File: src/rtl/ps2_pkg.sv
// Shared PS/2 definitions: FSM states, frame geometry and the microsecond-to-cycle helper.
// Used by both the host transmitter and the keyboard receive path.
package ps2_pkg;

    typedef enum logic [2:0] {
        IDLE,
        INHIBIT,
        REQ,
        BITS,
        ACK,
        WAIT_IDLE
    } ps2_state_t;

    localparam int DATA_BITS   = 8;
    localparam int FRAME_EDGES = 11;

    function automatic int us_to_cycles(input int clk_hz, input int us);
        return (clk_hz / 1_000_000) * us;
    endfunction

endpackage

File: src/rtl/ps2_sync_edge.sv
// Two-flop synchroniser for a raw PS/2 pin plus a registered falling-edge pulse.
// Latency pin-to-fall_o is 3 clocks; sync flops reset high to match the idle bus.
module ps2_sync_edge (
    input  logic clk,
    input  logic rst,
    input  logic pin_i,
    output logic level_o,
    output logic fall_o
);

    logic meta_q;
    logic sync_q;
    logic prev_q;
    logic fall_q;

    always_ff @(posedge clk) begin
        if (rst) begin
            meta_q <= 1'b1;
            sync_q <= 1'b1;
            prev_q <= 1'b1;
            fall_q <= 1'b0;
        end else begin
            meta_q <= pin_i;
            sync_q <= meta_q;
            prev_q <= sync_q;
            fall_q <= prev_q & ~sync_q;
        end
    end

    assign level_o = sync_q;
    assign fall_o  = fall_q;

endmodule

File: src/rtl/ps2_host_tx.sv
// Host-to-device PS/2 transmitter: inhibit, request-to-send, 11-edge frame, ack check, watchdog.
// Accepts one byte when tx_ready is high (IDLE only); offers while busy are ignored, not queued.
module ps2_host_tx
    import ps2_pkg::*;
#(
    parameter int CLK_HZ     = 100_000_000,
    parameter int INHIBIT_US = 100,
    parameter int TIMEOUT_US = 15000
) (
    input  logic       clk,
    input  logic       rst,
    input  logic [7:0] tx_data,
    input  logic       tx_valid,
    output logic       tx_ready,
    input  logic       ps2_clk_in,
    input  logic       ps2_data_in,
    output logic       ps2_clk_oe,
    output logic       ps2_data_oe,
    output logic       busy,
    output logic       done,
    output logic       ack_err,
    output logic       timeout_err
);

    localparam int INHIBIT_CYC = us_to_cycles(CLK_HZ, INHIBIT_US);
    localparam int TIMEOUT_CYC = us_to_cycles(CLK_HZ, TIMEOUT_US);
    localparam int INH_W       = $clog2(INHIBIT_CYC);
    localparam int WD_W        = $clog2(TIMEOUT_CYC);

    logic clk_lvl, clk_fall;
    logic data_lvl, data_fall;

    ps2_sync_edge u_clk_sync (
        .clk     (clk),
        .rst     (rst),
        .pin_i   (ps2_clk_in),
        .level_o (clk_lvl),
        .fall_o  (clk_fall)
    );

    ps2_sync_edge u_data_sync (
        .clk     (clk),
        .rst     (rst),
        .pin_i   (ps2_data_in),
        .level_o (data_lvl),
        .fall_o  (data_fall)
    );

    ps2_state_t       state_q;
    logic [7:0]       byte_q;
    logic             parity_q;
    logic [3:0]       bit_idx_q;
    logic [INH_W-1:0] inh_cnt_q;
    logic [WD_W-1:0]  wd_cnt_q;
    logic             tx_ready_q, clk_oe_q, data_oe_q, busy_q, done_q;
    logic             ack_err_q, timeout_err_q;
    logic             wd_active;

    assign wd_active = (state_q == REQ) || (state_q == BITS) ||
                       (state_q == ACK) || (state_q == WAIT_IDLE);

    always_ff @(posedge clk) begin
        if (rst) begin
            state_q       <= IDLE;
            byte_q        <= '0;
            parity_q      <= 1'b0;
            bit_idx_q     <= '0;
            inh_cnt_q     <= '0;
            wd_cnt_q      <= '0;
            tx_ready_q    <= 1'b1;
            clk_oe_q      <= 1'b0;
            data_oe_q     <= 1'b0;
            busy_q        <= 1'b0;
            done_q        <= 1'b0;
            ack_err_q     <= 1'b0;
            timeout_err_q <= 1'b0;
        end else begin
            done_q <= 1'b0;
            if (wd_active) begin
                wd_cnt_q <= wd_cnt_q + 1'b1;
            end
            if (wd_active && (wd_cnt_q == WD_W'(TIMEOUT_CYC - 1))) begin
                clk_oe_q      <= 1'b0;
                data_oe_q     <= 1'b0;
                timeout_err_q <= 1'b1;
                done_q        <= 1'b1;
                busy_q        <= 1'b0;
                tx_ready_q    <= 1'b1;
                state_q       <= IDLE;
            end else begin
                case (state_q)
                    IDLE: begin
                        if (tx_valid && tx_ready_q) begin
                            byte_q        <= tx_data;
                            parity_q      <= ~^tx_data;
                            ack_err_q     <= 1'b0;
                            timeout_err_q <= 1'b0;
                            tx_ready_q    <= 1'b0;
                            busy_q        <= 1'b1;
                            clk_oe_q      <= 1'b1;
                            inh_cnt_q     <= '0;
                            state_q       <= INHIBIT;
                        end
                    end
                    INHIBIT: begin
                        inh_cnt_q <= inh_cnt_q + 1'b1;
                        // start bit goes low one cycle before the clock is released
                        if (inh_cnt_q == INH_W'(INHIBIT_CYC - 2)) begin
                            data_oe_q <= 1'b1;
                        end
                        if (inh_cnt_q == INH_W'(INHIBIT_CYC - 1)) begin
                            clk_oe_q <= 1'b0;
                            wd_cnt_q <= '0;
                            state_q  <= REQ;
                        end
                    end
                    REQ: begin
                        bit_idx_q <= '0;
                        state_q   <= BITS;
                    end
                    BITS: begin
                        if (clk_fall) begin
                            bit_idx_q <= bit_idx_q + 1'b1;
                            if (bit_idx_q < 4'(DATA_BITS)) begin
                                data_oe_q <= ~byte_q[bit_idx_q[2:0]];
                            end else if (bit_idx_q == 4'(DATA_BITS)) begin
                                data_oe_q <= ~parity_q;
                            end else begin
                                data_oe_q <= 1'b0;
                                state_q   <= ACK;
                            end
                        end
                    end
                    ACK: begin
                        if (clk_fall) begin
                            ack_err_q <= data_lvl;
                            bit_idx_q <= 4'(FRAME_EDGES);
                            state_q   <= WAIT_IDLE;
                        end
                    end
                    WAIT_IDLE: begin
                        // a data fall still in the pipe means the device has not let go yet
                        if (clk_lvl && data_lvl && !data_fall) begin
                            done_q     <= 1'b1;
                            busy_q     <= 1'b0;
                            tx_ready_q <= 1'b1;
                            state_q    <= IDLE;
                        end
                    end
                    default: state_q <= IDLE;
                endcase
            end
        end
    end

    assign tx_ready    = tx_ready_q;
    assign ps2_clk_oe  = clk_oe_q;
    assign ps2_data_oe = data_oe_q;
    assign busy        = busy_q;
    assign done        = done_q;
    assign ack_err     = ack_err_q;
    assign timeout_err = timeout_err_q;

endmodule

File: config.mk
export PLATFORM = sky130hd
export DESIGN_NAME = ps2_host_tx
export DESIGN_NICKNAME = d
export VERILOG_FILES = /design/src/rtl/ps2_pkg.sv /design/src/rtl/ps2_sync_edge.sv /design/src/rtl/ps2_host_tx.sv
export SDC_FILE = /design/constraint.sdc
export NUM_CORES = 1
export LEC_CHECK = 0
export CAP_MARGIN = 0
export CORE_ASPECT_RATIO = 1.1
export CORE_UTILIZATION = 63
export CTS_CLUSTER_DIAMETER = 100
export DETAILED_ROUTE_END_ITERATION = 8
export PLACE_DENSITY_LB_ADDON = 0.12
export RECOVER_POWER = 100
export REMOVE_ABC_BUFFERS = 1
export SLEW_MARGIN = 20
export SYNTH_ARGS = -nofsm -noshare
export SYNTH_HDL_FRONTEND = slang
export SYNTH_SLANG_ARGS = --single-unit
File: constraint.sdc
create_clock -name clk -period 5.4 [get_ports clk]
set_input_delay 1.62 -clock clk [delete_from_list [all_inputs] [get_ports clk]]
set_output_delay 1.62 -clock clk [all_outputs]
set_load 0.005 [all_outputs]
# After elaboration in Yosys (flattened, before gate mapping)

Index checks and enable logic that the tools add are counted.

Register bits after elaboration: 66
Input port bits: 13
Output and inout bits: 7

Add/sub/neg operators: 3
Magnitude comparators: 2
Eq/ne operators: 17
Muxes and demuxes: 39
Bitwise operators: 7
Reductions and logical operators: 27

Operators with widths:

| cell                                                                    | number |
|---|---|
| 21-bit two-way mux                                                      | 4 |
| 14-bit equality test, second input constant                             | 2 |
| 14-bit case mux with 2 select lines                                     | 1 |
| 21-bit by 1-bit adder with 21-bit output, second input constant         | 1 |
| 21-bit equality test, second input constant                             | 1 |
| 3-bit two-way mux                                                       | 7 |
| 3-bit case mux with 6 select lines                                      | 1 |
| 1-bit two-way mux                                                       | 16 |
| 3-bit AND reduction                                                     | 5 |
| 14-bit by 1-bit adder with 14-bit output, second input constant         | 1 |
| 14-bit two-way mux                                                      | 1 |
| 4-bit case mux with 3 select lines                                      | 1 |
| 2-bit nonzero test                                                      | 6 |
| 2-bit inequality test, second input constant                            | 5 |
| 1-bit case mux with 2 select lines                                      | 5 |
| 4-bit two-way mux                                                       | 2 |
| 4-bit AND reduction                                                     | 2 |
| 8-bit XNOR reduction                                                    | 1 |
| 7-bit AND reduction                                                     | 1 |
| 3-bit by 2-bit equality test with 1-bit output, second input constant   | 2 |
| 3-bit equality test, second input constant                              | 2 |
| 2-bit by 1-bit inequality test with 1-bit output, second input constant | 3 |
| 1-bit NOT                                                               | 5 |
| 4-bit by 1-bit adder with 4-bit output, second input constant           | 1 |
| 13 further kinds                                                        | 19 |

# Longest topological paths before layout

Gate-level depths: netlist (run 1).

Word-level depth: 8
Depth in mapped cells: 7

# Hierarchy

A second synthesis (run 1) with hierarchy kept.

Cell total of the unflattened synthesis: 344
Area, all modules: 3093.0 µm²

Modules (own cells, without submodules):

| module        | instances | cells an instance | area an instance (µm²) | sequential area each (µm²) |
|---|---|---|---|---|
| ps2_host_tx   | 1         | 328               | 2880.3                 | 1161.1 |
| ps2_sync_edge | 2         | 8                 | 106.4                  | 80.1 |

# Least setup slack after synthesis (run 1)

Ideal clock, no wire load.

Path kind: input to register
Start: input port rst
End: register bit_idx_q[2]
Setup time: 0.132 ns
Arrival: 2.583 ns
Data required time: 5.268 ns
Slack: 2.685 ns
Stages: 5
Cell sequence: clkbuf_1 -> inv_1 -> clkbuf_1 -> o2111ai_1 -> or3b_2

RTL lines:

| item                 | line               | RTL |
|---|---|---|
| start, declared      | ps2_host_tx.sv:11  | `input logic rst,` |
| end signal, assigned | ps2_host_tx.sv:123 | `bit_idx_q <= bit_idx_q + 1'b1;` |
| end signal, assigned | ps2_host_tx.sv:137 | `bit_idx_q <= 4'(FRAME_EDGES);` |
| end, declared        | ps2_host_tx.sv:52  | `logic [3:0] bit_idx_q;` |

==> results of run 1 <==
==> power groups by stage <==
stage	clock (mW)	sequential, mW	combinational [mW]
3_3_place_gp	0	0.588	0.272
2_1_floorplan	0	0.576	0.200
3_5_place_dp	0	0.592	0.280
6_report	0.358	0.582	0.282
4_1_cts	0.360	0.581	0.284
5_1_grt	0.382	0.589	0.316
==> state kept, by name, indices dropped and copies added, names as in the netlist, 3 cells and up <==
name       flops
bit_idx_q      4
byte_q         8
inh_cnt_q     14
state_q        3
wd_cnt_q      21
==> routing by layer <==
metal  up-vias  GRT usage
met5         -          0
met3        15     0.0762
met4         0      0.112
met2        72      0.460
li1       1403          -
met1      1291      0.336
==> final cells by class <==
type,instances,area share
Clock inverter,3,0.00422
Clock buffer,13,0.0418
Sequential cell,66,0.371
Timing Repair Buffer,21,0.0556
Multi-Input combinational cell,285,0.495
Tap cell,56,0.0197
Inverter,12,0.0127
==> logic make-up (layout without fill, tap and decap cells) <==
| kind of cell | Yosys count | in the layout | synth area share |
|---|---|---|---|
| buf+inv | 27 | 49 | 0.0345 |
| xor+xnor | 25 | 25 | 0.0686 |
| simple gates | 166 | 166 | 0.283 |
| flops | 66 | 66 | 0.414 |
| compound gates | 83 | 83 | 0.153 |
| fa+ha+maj | 5 | 5 | 0.0196 |
| mux | 6 | 6 | 0.0270 |
==> worst max-delay path by stage <==
| stage | from | endpoint | cells after the start |
|---|---|---|---|
| floorplan | tx_valid | inh_cnt_q[11] | 4 |
| global placement | rst | bit_idx_q[2] | 6 |
| detailed placement | rst | bit_idx_q[2] | 6 |
| CTS | rst | bit_idx_q[2] | 6 |
| global route | rst | wd_cnt_q[0] | 6 |
| finish | rst | wd_cnt_q[0] | 6 |
==> cells in the final DEF (no fill, tap or decap), types with 2 or more instances in the layout <==
master	synthesis	final
dfxtp_1	66	66
nand2_1	39	39
a21oi_1	39	39
nor2_1	29	29
nand3_1	17	17
o21ai_0	17	17
xnor2_1	17	17
inv_1	12	12
nand4_1	12	12
or3_1	10	10
clkbuf_8	0	10
clkdlybuf4s50_1	0	10
dlygate4sd3_1	0	9
xor2_1	8	8
or4_1	7	7
o31ai_1	7	7
or2_2	7	7
and3_1	5	5
nor4_1	5	5
nor3_1	5	5
and4_1	5	5
ha_1	5	5
clkbuf_1	13	5
nor3b_1	4	4
nand2b_1	4	4
and2_1	3	3
a211oi_1	3	3
nor2b_1	3	3
a31oi_1	3	3
mux2i_1	3	3
a21o_1	3	3
clkinv_2	0	3
nor4bb_1	2	2
o211ai_1	2	2
or3b_2	2	2
mux4_2	2	2
==> metrics by stage <==
stage / instance area [µm²] / total power, mW / util
CTS: 3570 / 1.22 / 0.751
global placement: 3400 / 0.860 / 0.716
floorplan: 3130 / 0.776 / -
detailed placement: 3400 / 0.872 / 0.716
finish: 3560 / 1.22 / 0.749
global route: 3560 / 1.29 / 0.749
==> flow_metrics.py, run 1 <==
metrics = {
    "routing": {
        "dr.max_layer_used": "met4",
        "drtIter0Drc": 302,
        "wirelength_um": 6860,
        "drtPass1Iterations": 4,
        "post_drt_wl_per_cell_um": 15.1,
        "drc": 0,
        "met2WireLength_um": 3310,
        "dr_wl_met3_um": 295,
        "viasPerCell": 6.10,
        "final_antenna_net_count": 0,
        "route.layer.met1.wl_um": 3090,
        "via_count": 2781,
    },
    "pwr": {
        "pwr-share-seq": 0.476,
        "pwr-share-clk": 0.293,
        "intPower_uw": 821,
        "p_leak_nw": 1.24,
        "powerDensity_mw_per_mm2": 344,
        "switching_share": 0.329,
        "peakVddDrop_uv": 259,
        "p_switching_uw": 402,
        "combPwrFrac": 0.231,
    },
    "worst_setup_path": {
        "crit_top_cell": "clkbuf_1",
        "crit-reg2reg-launch": "state_q[0]",
        "critical_path.top_delay_family": "buffers and inverters",
        "path_class": "input pin to flop",
        "crit_chain": "dlygate4sd3_1 -> clkbuf_1 -> inv_1 -> o21ai_0 -> clkbuf_1 -> nor3_1",
        "arrival_ns": 4.23,
        "cp_slowest_cell": "dlygate4sd3_1",
        "reg2reg_slack_ns": 2.86,
        "cp_data_required_time_ns": 5.59,
        "regToRegEndpoint": "wd_cnt_q[0]",
        "crit_path_end_kind": "flop",
        "cp_max_fo": 21,
        "r2r_cells": 5,
        "cp.buffers_inverters": 4,
        "cpPeakStageDelay_ns": 0.82,
        "worstSetupStartpointType": "input pin",
    },
    "floorplanning": {
        "fp.dieW_um": 69.9,
        "die_area_mm2": 0.00536,
        "std_cell_rows": 26,
        "fp.coreArea_mm2": 0.00475,
        "initial_core_util": 0.672,
        "io_pins": 20,
        "die_h_um": 76.7,
    },
    "sta": {
        "setup_slack_ns": 1.36,
        "hold-worst-slack_ns": 0.413,
        "setup_viol": 0,
        "finalClockSkew_ns": 0.0128,
        "fmax_mhz": 248,
        "finalMaxSlewViolations": 0,
        "worst_pin_slew_ns": 0.919,
        "hold_violations": 0,
        "period_share": 0.748,
        "setup_tns_ns": 0,
        "max_slew_margin": 0.387,
        "rsz0062_at_grt": "no",
        "period_minus_slack_ns": 4.04,
    },
    "synthesis": {
        "syn_avg_cell_area_um2": 8.44,
        "synth_edf_count": 0,
        "synthTopCellsByArea": "dfxtp_1 41%, a21oi_1 6.1%, xnor2_1 4.7%, nand2_1 4.6%, nor2_1 3.4%",
        "syn_inst": 378,
        "ys_warn_count": 0,
        "ys.flop_type": "dfxtp_1",
        "yosysTopAreaCell": "dfxtp_1",
        "yosysSeqAreaShare": 0.414,
        "yosysUniqueCellTypes": 51,
        "yosysMostFrequentCell": "dfxtp_1",
        "synth_top_area_frac": 0.414,
        "synth_commonest_cells": "66 x dfxtp_1, 39 x a21oi_1, 39 x nand2_1, 29 x nor2_1",
        "syn_area_mm2": 0.00319,
        "yosys_register_bits": 66,
        "synthArstFlopShare": 0,
    },
    "final_layout": {
        "fill_cells": 383,
        "nets": 413,
        "finalNonFillerCells": 456,
        "diodes": 0,
        "multi_input_area_mm2": 0.00176,
        "area_growth_pct": 11.5,
        "seq_area_mm2": 0.00132,
        "drive_gt1_frac": 0.0650,
    },
    "status": {
        "status": "completed",
    },
    "flow_run": {
        "drv_cap": 0,
    },
    "clock_tree": {
        "htree_levels": 3,
        "numCtsBuffers": 9,
        "cts_tree": "built",
        "cts_max_path_buffers": 2,
        "clock-root-buffer": "clkbuf_8",
        "postCtsSetupBuffers": 0,
        "cts.sinks": 66,
        "cts_hold_buf": 0,
        "insertion_delay_ns": 0.35,
        "clkSlewWorstSetupHoldPaths_ns": 0.07,
        "cts_resized": 0,
    },
    "hold_path": {
        "hold_end": "u_data_sync.level_o",
        "min_path_type": "flop to flop",
        "hold_depth": 1,
        "holdCritStartpoint": "u_data_sync.meta_q",
    },
    "placement": {
        "dp_slack_ns": 1.84,
        "gp_congestion": 0.836,
        "dp_cells": 440,
        "io_buffer_count": 19,
        "hpwl_um": 4780,
    },
    "global_route": {
        "grt_pass1_wl_um": 11900,
        "grt_max_degree": 22,
        "grt.total_usage": 0.276,
        "grt_pass1_vias": 2693,
        "antenna_found_initial": 0,
        "gr-total-overflow": 0,
    },
}
No activity file was read; power rests on OpenSTA's default activity.
==> inputs of run 2 (changes only) <==
--- a/config.mk
+++ b/config.mk
@@ -7,7 +7,7 @@
 export LEC_CHECK = 0
 export CAP_MARGIN = 0
 export CORE_ASPECT_RATIO = 1.1
-export CORE_UTILIZATION = 63
+export CORE_UTILIZATION = 53
 export CTS_CLUSTER_DIAMETER = 100
 export DETAILED_ROUTE_END_ITERATION = 8
 export PLACE_DENSITY_LB_ADDON = 0.12
==> constraint.sdc (replaced) <==
create_clock -name clk -period 3.7 [get_ports clk]
set_input_delay 1.11 -clock clk [delete_from_list [all_inputs] [get_ports clk]]
set_output_delay 1.11 -clock clk [all_outputs]
set_load 0.005 [all_outputs]
==> flow_metrics.py, run 2 (synthesis gave the netlist of run 1 again) <==
metrics = {
    "clock_tree": {
        "clock-root-buffer": "clkbuf_8",
        "cts_tree": "built",
        "cts.sinks": 66,
        "cts_hold_buf": 0,
        "cts_max_path_buffers": 2,
        "postCtsSetupBuffers": 0,
        "clkSlewWorstSetupHoldPaths_ns": 0.07,
        "htree_levels": 3,
        "insertion_delay_ns": 0.35,
        "numCtsBuffers": 9,
        "cts_resized": 0,
    },
    "sta": {
        "setup_viol": 0,
        "finalMaxSlewViolations": 0,
        "period_share": 0.749,
        "setup_tns_ns": 0,
        "max_slew_margin": 0.311,
        "hold_violations": 0,
        "period_minus_slack_ns": 2.77,
        "finalClockSkew_ns": 0.00836,
        "rsz0062_at_grt": "no",
        "fmax_mhz": 361,
        "worst_pin_slew_ns": 1.03,
    },
    "worst_setup_path": {
        "cp_data_required_time_ns": 3.90,
        "cp_max_fo": 21,
        "cp_slowest_cell": "clkbuf_1",
        "worstSetupStartpointType": "input pin",
        "cpPeakStageDelay_ns": 0.75,
        "path_class": "input pin to flop",
        "regToRegEndpoint": "wd_cnt_q[0]",
        "crit_chain": "dlygate4sd3_1 -> inv_1 -> o21ai_0 -> clkbuf_1 -> nor3_1",
        "reg2reg_slack_ns": 1.13,
        "crit_start": "rst",
        "r2r_cells": 5,
        "crit_path_end_kind": "flop",
        "arrival_ns": 2.97,
        "crit-reg2reg-launch": "state_q[0]",
    },
    "final_layout": {
        "postLayoutCellArea_mm2": 0.00361,
        "fin_util": 0.622,
        "seq_area_mm2": 0.00132,
        "final_common_cell": "dfxtp_1",
        "nets": 413,
        "fill_cells": 538,
        "largest_reg_flops": 21,
        "drive_gt1_frac": 0.0702,
        "regMostFlops": "wd_cnt_q",
        "area_growth_pct": 13.1,
        "diodes": 0,
        "reg_top3": "wd_cnt_q x21, inh_cnt_q x14, byte_q x8",
        "multi_input_area_mm2": 0.00176,
        "layout_common_cells": "66 x dfxtp_1, 39 x nand2_1, 39 x a21oi_1, 29 x nor2_1",
        "finalNonFillerCells": 476,
    },
    "global_route": {
        "grt_pass1_vias": 2654,
        "antenna_found_initial": 0,
        "grt.total_usage": 0.235,
        "grt_pass1_wl_um": 12000,
        "grt_max_degree": 25,
        "gr-total-overflow": 0,
    },
    "placement": {
        "gp_congestion": 0.834,
        "io_buffer_count": 19,
        "dpl_cell_area_mm2": 0.00343,
        "dp_cells": 461,
        "hpwl_um": 4760,
    },
    "routing": {
        "wirelength_um": 6860,
        "via_count": 2794,
        "viasPerCell": 5.87,
        "post_drt_wl_per_cell_um": 14.4,
        "drtPass1Iterations": 4,
        "drtIter0Drc": 129,
        "drc": 0,
        "final_antenna_net_count": 0,
    },
    "status": {
        "status": "completed",
    },
    "pwr": {
        "peakVddDrop_uv": 251,
        "powerDensity_mw_per_mm2": 506,
        "p_leak_nw": 1.25,
        "power.total_mw": 1.83,
    },
    "hold_path": {
        "min_path_type": "flop to flop",
        "holdCritStartpoint": "u_clk_sync.prev_q",
        "hold_depth": 2,
        "hold_end": "u_clk_sync.fall_o",
    },
    "floorplanning": {
        "fp.coreArea_mm2": 0.00581,
        "fp.dieW_um": 76.0,
        "die_area_mm2": 0.00634,
        "initial_core_util": 0.550,
        "die_h_um": 83.4,
        "io_pins": 20,
        "std_cell_rows": 29,
    },
    "flow_run": {
        "drv_cap": 0,
    },
}
## run 2: cell count changes in the layout (fill, tap and decap cells not counted), sizes merged
cell	delta
clkinv	-1
## run 2: worst max-delay path: cells and delay by family
kind | cells | cell delay, ns
buf+inv | 3 | 1.59
simple gates | 1 | 0.13
compound gates | 1 | 0.13
## run 2: final cells by class
cell class / instances / share of cell area
Sequential cell: 66 / 0.366
Clock inverter: 2 / 0.00277
Clock buffer: 13 / 0.0496
Timing Repair Buffer: 21 / 0.0548
Inverter: 12 / 0.0125
Multi-Input combinational cell: 285 / 0.488
Tap cell: 77 / 0.0267
## run 2: worst max path at each step
| stage | cells after the start | endpoint | slack [ns] |
|---|---|---|---|
| 2_1_floorplan | 4 | wd_cnt_q[0] | 1.20 |
| 3_3_place_gp | 5 | inh_cnt_q[11] | 0.88 |
| 4_1_cts | 5 | inh_cnt_q[10] | 1.21 |
| 5_1_grt | 5 | wd_cnt_q[0] | 0.80 |
| 6_report | 5 | wd_cnt_q[0] | 0.93 |
| 3_5_place_dp | 5 | inh_cnt_q[10] | 0.86 |
## run 2: power by group
part	internal, mW	switching [mW]	total [mW]
Sequential	0.770	0.0797	0.850
Combinational	0.169	0.228	0.398
Clock	0.310	0.267	0.578
Total	1.25	0.575	1.83
## run 2: layer usage
layer,GRT usage,share of wire
met5,0,0
met4,0.105,0.020
met3,0.0462,0.033
met2,0.393,0.48
met1,0.291,0.46
## run 2: through the flow
step                setup WS [ns]  hold slack (ns)
floorplan                    1.20            0.389
global placement            0.884            0.392
detailed placement          0.859            0.397
CTS                          1.21            0.405
global route                0.801            0.426
finish                      0.928            0.403
